## src/rtl/c1541_pkg.sv

```systemverilog
// Shared constants and helpers for the 1541 GCR head emulation.
// Optional write-protect gating is enabled with the C1541_WPROT_EN macro.
package c1541_pkg;
    localparam int BITCELL_BASE     = 16;
    localparam int CLK_PER_CELL_DIV = 8;
    localparam int SYNC_ONES        = 10;
    localparam int DEF_ADDR_W       = 13;
    localparam int PER_W            = 8;

    typedef enum logic {
        HEAD_WRITE = 1'b0,
        HEAD_READ  = 1'b1
    } head_mode_e;

    // clk32 cycles per bit cell for a density zone: 128, 120, 112, 104
    function automatic logic [PER_W-1:0] bit_period(input logic [1:0] zone);
        return PER_W'(CLK_PER_CELL_DIV * (BITCELL_BASE - int'(zone)));
    endfunction
endpackage

```

## src/rtl/c1541_bitclk.sv

```systemverilog
// Zone-programmable bit-cell timer; one-cycle tick per cell, frozen while run=0.
module c1541_bitclk
    import c1541_pkg::*;
(
    input  logic       clk32,
    input  logic       reset_n,
    input  logic       run,
    input  logic [1:0] speed_zone,
    output logic       tick
);
    localparam logic [PER_W-1:0] ONE = PER_W'(1);

    logic [PER_W-1:0] cnt_q, cnt_d;

    // Reload with period-1 so consecutive ticks are exactly one period apart
    always_comb begin
        cnt_d = cnt_q;
        if (run) begin
            if (cnt_q == '0) cnt_d = bit_period(speed_zone) - ONE;
            else             cnt_d = cnt_q - ONE;
        end
    end

    // Zone is unknown in reset, so the first cell after reset uses zone 0
    always_ff @(posedge clk32 or negedge reset_n) begin
        if (!reset_n) cnt_q <= bit_period(2'd0) - ONE;
        else          cnt_q <= cnt_d;
    end

    assign tick = run && (cnt_q == '0);
endmodule

```

## src/rtl/c1541_gcr_head.sv

```systemverilog
// Read/write head over one GCR track held in an external synchronous buffer.
// Define C1541_WPROT_EN to suppress buffer writes while wps_n=0.
module c1541_gcr_head
    import c1541_pkg::*;
#(
    parameter int ADDR_W     = DEF_ADDR_W,
    parameter int BYTE_N_LEN = 16
) (
    input  logic              clk32,
    input  logic              reset_n,
    input  logic              mtr,
    input  logic              mode,
    input  logic              soe,
    input  logic [1:0]        speed_zone,
    input  logic [7:0]        dout,
    input  logic              wps_n,
    input  logic [ADDR_W-1:0] track_len,
    output logic [7:0]        din,
    output logic              sync_n,
    output logic              byte_n,
    output logic [ADDR_W-1:0] buf_addr,
    input  logic [7:0]        buf_rdata,
    output logic [7:0]        buf_wdata,
    output logic              buf_we
);
    localparam logic [6:0] BN_LEN = 7'(BYTE_N_LEN);

    logic run, tick, we_allow, byte_done, head_bit, no_disk;
    logic [ADDR_W:0] nxt_addr;

    logic [7:0]        hd_sr_q, hd_sr_d, wa_q, wa_d, rx_sr_q, rx_sr_d, tx_sr_q, tx_sr_d;
    logic [7:0]        din_q, din_d, buf_wdata_q, buf_wdata_d;
    logic [2:0]        hd_bit_q, hd_bit_d, bit_cnt_q, bit_cnt_d, vld_pipe_q, vld_pipe_d;
    logic [1:0]        init_q, init_d;
    logic [3:0]        ones_q, ones_d;
    logic [6:0]        bn_cnt_q, bn_cnt_d;
    logic [ADDR_W-1:0] cur_q, cur_d;
    logic              mode_prev_q, mode_prev_d, sync_n_q, sync_n_d, byte_n_q, byte_n_d;
    logic              buf_we_q, buf_we_d;

    assign no_disk = (track_len == '0);
    assign run     = mtr && !no_disk;

`ifdef C1541_WPROT_EN
    assign we_allow = wps_n;
`else
    logic wps_unused;
    assign wps_unused = wps_n;
    assign we_allow   = 1'b1;
`endif

    c1541_bitclk u_bitclk (
        .clk32      (clk32),
        .reset_n    (reset_n),
        .run        (run),
        .speed_zone (speed_zone),
        .tick       (tick)
    );

    always_comb begin
        hd_sr_d = hd_sr_q;  wa_d = wa_q;  rx_sr_d = rx_sr_q;  tx_sr_d = tx_sr_q;
        din_d = din_q;  hd_bit_d = hd_bit_q;  bit_cnt_d = bit_cnt_q;  ones_d = ones_q;
        bn_cnt_d = bn_cnt_q;  cur_d = cur_q;  mode_prev_d = mode_prev_q;  sync_n_d = sync_n_q;
        buf_wdata_d = buf_wdata_q;
        buf_we_d  = 1'b0;
        byte_done = 1'b0;
        head_bit  = hd_sr_q[7];
        // vld_pipe: [0]=T+1 (write), [1]=T+2 (advance), [2]=T+3 (reload)
        vld_pipe_d = {vld_pipe_q[1:0], tick && (hd_bit_q == 3'd7)};
        init_d     = {init_q[0], 1'b0};
        nxt_addr   = {1'b0, cur_q} + {{ADDR_W{1'b0}}, 1'b1};

        if (run && bn_cnt_q != '0) bn_cnt_d = bn_cnt_q - 7'd1;

        if (tick) begin
            hd_sr_d     = {hd_sr_q[6:0], 1'b0};
            hd_bit_d    = hd_bit_q + 3'd1;
            mode_prev_d = mode;
            wa_d[3'd7 - hd_bit_q] = head_bit;
            if (mode == HEAD_READ) begin
                ones_d = head_bit ? ((ones_q == 4'hF) ? ones_q : ones_q + 4'd1) : 4'd0;
                if (ones_d >= 4'(SYNC_ONES)) begin
                    sync_n_d  = 1'b0;
                    bit_cnt_d = 3'd0;
                end else begin
                    sync_n_d  = 1'b1;
                    rx_sr_d   = {rx_sr_q[6:0], head_bit};
                    bit_cnt_d = bit_cnt_q + 3'd1;
                    if (bit_cnt_q == 3'd7) begin
                        din_d     = rx_sr_d;
                        byte_done = 1'b1;
                    end
                end
            end else begin
                sync_n_d = 1'b1;
                ones_d   = 4'd0;
                // First write-mode cell only primes the shifter from dout
                if (mode_prev_q == HEAD_READ) begin
                    tx_sr_d   = dout;
                    bit_cnt_d = 3'd0;
                end else begin
                    wa_d[3'd7 - hd_bit_q] = tx_sr_q[7];
                    tx_sr_d   = {tx_sr_q[6:0], 1'b0};
                    bit_cnt_d = bit_cnt_q + 3'd1;
                    if (bit_cnt_q == 3'd7) begin
                        tx_sr_d   = dout;
                        byte_done = 1'b1;
                    end
                end
                if (hd_bit_q == 3'd7) begin
                    buf_we_d    = we_allow;
                    buf_wdata_d = wa_d;
                end
            end
            if (byte_done && soe) bn_cnt_d = BN_LEN;
        end

        if (vld_pipe_q[0]) cur_d = (nxt_addr >= {1'b0, track_len}) ? '0 : nxt_addr[ADDR_W-1:0];
        if (vld_pipe_q[2] || init_q[1]) hd_sr_d = buf_rdata;

        if (no_disk) sync_n_d = 1'b1;
        byte_n_d = (bn_cnt_d == '0) || !sync_n_d || no_disk;
    end

    always_ff @(posedge clk32 or negedge reset_n) begin
        if (!reset_n) begin
            hd_sr_q <= '0;  wa_q <= '0;  rx_sr_q <= '0;  tx_sr_q <= '0;  din_q <= '0;
            hd_bit_q <= '0;  bit_cnt_q <= '0;  ones_q <= '0;  bn_cnt_q <= '0;  cur_q <= '0;
            vld_pipe_q  <= '0;
            init_q      <= 2'b01;
            mode_prev_q <= HEAD_READ;
            sync_n_q    <= 1'b1;
            byte_n_q    <= 1'b1;
            buf_we_q    <= 1'b0;
            buf_wdata_q <= '0;
        end else begin
            hd_sr_q <= hd_sr_d;  wa_q <= wa_d;  rx_sr_q <= rx_sr_d;  tx_sr_q <= tx_sr_d;  din_q <= din_d;
            hd_bit_q <= hd_bit_d;  bit_cnt_q <= bit_cnt_d;  ones_q <= ones_d;  bn_cnt_q <= bn_cnt_d;
            cur_q <= cur_d;
            vld_pipe_q  <= vld_pipe_d;
            init_q      <= init_d;
            mode_prev_q <= mode_prev_d;
            sync_n_q    <= sync_n_d;
            byte_n_q    <= byte_n_d;
            buf_we_q    <= buf_we_d;
            buf_wdata_q <= buf_wdata_d;
        end
    end

    assign din       = din_q;
    assign sync_n    = sync_n_q;
    assign byte_n    = byte_n_q;
    assign buf_addr  = cur_q;
    assign buf_we    = buf_we_q;
    assign buf_wdata = buf_wdata_q;
endmodule

```

## config.mk

```make
export PLATFORM = sky130hd
export DESIGN_NAME = c1541_gcr_head
export DESIGN_NICKNAME = d
export VERILOG_FILES = /design/src/rtl/c1541_pkg.sv /design/src/rtl/c1541_bitclk.sv /design/src/rtl/c1541_gcr_head.sv
export SDC_FILE = /design/constraint.sdc
export NUM_CORES = 1
export LEC_CHECK = 0
export CAP_MARGIN = 20
export CORE_MARGIN = 8
export CORE_UTILIZATION = 45
export CTS_CLUSTER_DIAMETER = 200
export DETAILED_ROUTE_END_ITERATION = 12
export DONT_BUFFER_PORTS = 1
export PLACE_DENSITY = 0.66
export SLEW_MARGIN = 20
export SYNTH_ARGS = -nofsm -noshare
export SYNTH_HDL_FRONTEND = slang
export SYNTH_SLANG_ARGS = --single-unit
```

## constraint.sdc

```tcl
create_clock -name clk32 -period 2.4 [get_ports clk32]
set_input_delay 0.48 -clock clk32 [delete_from_list [all_inputs] [get_ports clk32]]
set_output_delay 0.48 -clock clk32 [all_outputs]
set_load 0.01 [all_outputs]
```

==> impl_results.md <==
* 1st-iter DRT viols at 186
* Setup Skew at 0.00673 ns
* Fin. Hold Viols at 86
* Number of synthesized flops with an enable pin at 0
* CTS HTree Levels at 3
* Post-synthesis register bit count at 94
* Commonest non-fill, non-tap cell in the layout: dfrtp_1
* Final setup viols at 13
* CP peak stage delay at 0.36 ns
* Final setup TNS at -1.44 ns
* Final min period at 2.55 ns
* Top cell type's share of synthesized area at 40.6%
* Rows at 39
* Largest net degree at the start of global routing at 95
* Tot GR Track Use at 15.1%
* Root buf cell: clkbuf_16
* Gpl congestion at 0.836
* Syn_area_per_cell at 10.6 um2
* CTS max path bufs at 2
* Sw Ratio at 30.3%
* Worst slew pin tran at 0.841 ns
* CP Launch Type: flop
* Antenna cells at 0
* Internal cell power at 0.00311 W
* Filler Cell Count at 978
* Sink Count at 94
* Crit path capture type: flop
* Sw Pwr at 0.00136 W
* Die Ht at 123 um
* Drt pass-1 iters at 4
* # IOs at 69
* Vias in the first global route at 3880
* Max cap viols at 0
* Share of layout cells above drive strength 1 at 30.2%
* CP delay by family, top: simple AND/OR/NAND/NOR gates
* Largest area contributor in the netlist: dfrtp_1
* Drt wl/cell at 16.9 um
* Hold Slack at -0.161 ns
* Placed Area at 0.00555 mm2
* Max Slew Vio Count at 0
* Main synth FF type: dfrtp_1
* Buffer and inverter count on the worst path at 2
* Mapped cell area at 0.00512 mm2
* Gr ovfl total at 0
* Critical path data required time at 2.62 ns
* WP data arrival at 2.77 ns
* CTS tree: built
* Async SR Flop Fraction at 100%
* DRC viols at 0
* Vias/cell at 5.58
* HPWL Detailed at 8.08 mm
* Die W at 123 um
* Static leakage power at 2.89 nW
* Clock transition at the registers of the reported paths at 0.07 ns
* Setup ws final at -0.147 ns
* Clock power frac at 31.6%
* Fmax at 0.393 GHz
* Inserted Clock Buffers at 9
* Slew margin rel. at 43.5%
* Crit path max-delay cell type: dfrtp_2
* Core area at 0.0113 mm2
* Outcome: finished with violations
* RSZ-0062 raised after global routing: true
* Failing checks: negative hold slack, negative setup slack
* Nets at 586
* Hold WC Path Type: primary input to async pin
* Netlist cell types at 72
* Initial antenna violation count at 0
* Post-synthesis sequential area ratio at 46.2%
* Crit share post-route at 106%
* Synth top area cells: dfrtp_1, mux2_2, ha_1, dfstp_2, nand2_1
* WL final at 11.4 mm
* Final instance area at 0.00600 mm2
* PortBufs at 0
* Most frequent cells in the layout: dfrtp_1, nand2_1, mux2_2
* Initial Util at 45.4%
* Critical-path cell list: and4_4, nand4_1, buf_4, xnor2_2, ha_1, nand4_1, o21bai_1, o21bai_2, buf_6, a41o_1
* PwrDens at 745 mW/mm2
* Clk_lat worst skew at 0.34 ns
* Synth-to-Final Area Change at 17.1%
* Die ar. at 0.0150 mm2
* Syn Nets at 544
* Gate count after technology mapping at 482
* Seq pwr share at 48.2%
* CP Max Fanout at 6
* Global-route wire length before repair at 18.2 mm
* YS warnings at 0
* Comb pwr share at 20.2%
* Peak supply drop at 0.403 mV
* Most used cell, CP: nand4_1
* CP Class: flop to flop
* Post-route ant nets at 0
* Vias post-DR at 3751
## cell type report
type / instances / area [um2] / area share, %
timing repair buffer: 48 / 409 / 6.82
multi-input combinational: 345 / 2640 / 44.1
inverter: 26 / 97.6 / 1.63
clock inverter: 6 / 58.8 / 0.981
clock buffer: 10 / 239 / 3.99
sequential: 94 / 2370 / 39.5
tap: 143 / 179 / 2.98
## synth_stat cells (7+ instances only)
library cell / count
xor2_1: 8
o21ai_0: 15
xnor2_1: 11
nand4_1: 11
inv_1: 26
ha_1: 25
nor2_1: 33
a31oi_1: 8
nor3_1: 10
nor2b_1: 7
a21oi_1: 19
dfrtp_1: 83
nand2_1: 44
dfstp_2: 11
mux2i_1: 8
nand3_1: 18
mux2_2: 44
clkbuf_1: 10
## metrics by stage
step	hold WS [ns]	total power (W)	std cells	utilization (%)	worst slack, ns
6_report	-0.161	0.00447	672	53.2	-0.147
5_1_grt	-0.184	0.00471	672	53.2	-0.311
4_1_cts	-0.180	0.00451	669	52.7	-0.0549
3_5_place_dp	0.191	0.00307	647	49.2	-0.193
3_3_place_gp	0.192	0.00302	647	49.2	-0.130
2_1_floorplan	0.184	0.00285	482	-	-0.0773
## state kept, by name, indices dropped and copies added, names as in the netlist, 2 cells and up
name	count
vld_pipe_q	3
hd_sr_q	8
bn_cnt_q	7
rx_sr_q	7
init_q	2
wa_q	8
buf_wdata	8
hd_bit_q	3
buf_addr	13
bit_cnt_q	3
ones_q	4
tx_sr_q	8
u_bitclk.cnt_q	8
din	8
## power groups by stage
| stage | Clock (W) | Sequential (W) | Combinational [W] |
|---|---|---|---|
| global placement | 0 | 0.00217 | 0.000851 |
| detailed placement | 0 | 0.00218 | 0.000895 |
| global route | 0.00151 | 0.00220 | 0.00101 |
| finish | 0.00141 | 0.00215 | 0.000901 |
| floorplan | 0 | 0.00209 | 0.000752 |
| CTS | 0.00145 | 0.00215 | 0.000908 |
## cells by family (layout without fill, tap and decap cells)
group	after synthesis	after routing	synth area share, %
and+or+nand+nor	168	169	17.8
DFF	94	94	46.2
AOI/OAI and AO/OA	78	78	11.2
muxes	53	53	11.5
buffers and inverters	44	90	3.89
adders and majority gates	25	25	6.11
xor gates and xnor gates	19	19	3.25
other	1	1	0.0733
## path summary, 6_finish.rpt
kind / from / end / slack, ns / cells past startpoint
worst max-delay path: buf_addr[2]$_DFFE_PN0P_ / buf_addr[10]$_DFFE_PN0P_ / -0.15 / 10
worst min-delay path: reset_n / bit_cnt_q[2]$_DFFE_PN0P_ / -0.16 / 0
worst max register to register: buf_addr[2]$_DFFE_PN0P_ / buf_addr[10]$_DFFE_PN0P_ / -0.15 / 10
worst min register to register: vld_pipe_q[1]$_DFF_PN0_ / vld_pipe_q[2]$_DFF_PN0_ / 0.36 / 0
max in group asynchronous: reset_n / init_q[0]$_DFF_PN1_ / 2.36 / 0
min in group clk32: dout[0] / tx_sr_q[0]$_DFFE_PN0P_ / 0.28 / 2
## per-layer routing
metal / up-vias / part of all wire (%) / global-route usage, %
met3: 15 / 6.1 / 4.14
met1: 1856 / 42 / 17.4
met5: - / 0 / 0
li1: 1809 / - / -
met4: 0 / 1.7 / 6.32
met2: 71 / 51 / 25.9
## timing repair
item                       in CTS  in global routing
pin swaps                      14                 13
cloned                          2                  0
setup buffers                   4                  3
hold endpoints to repair       94                 93
gates resized for setup        14                  6
setup endpoints to repair      13                 14
Note: power is estimated with default switching activity, not from simulation.
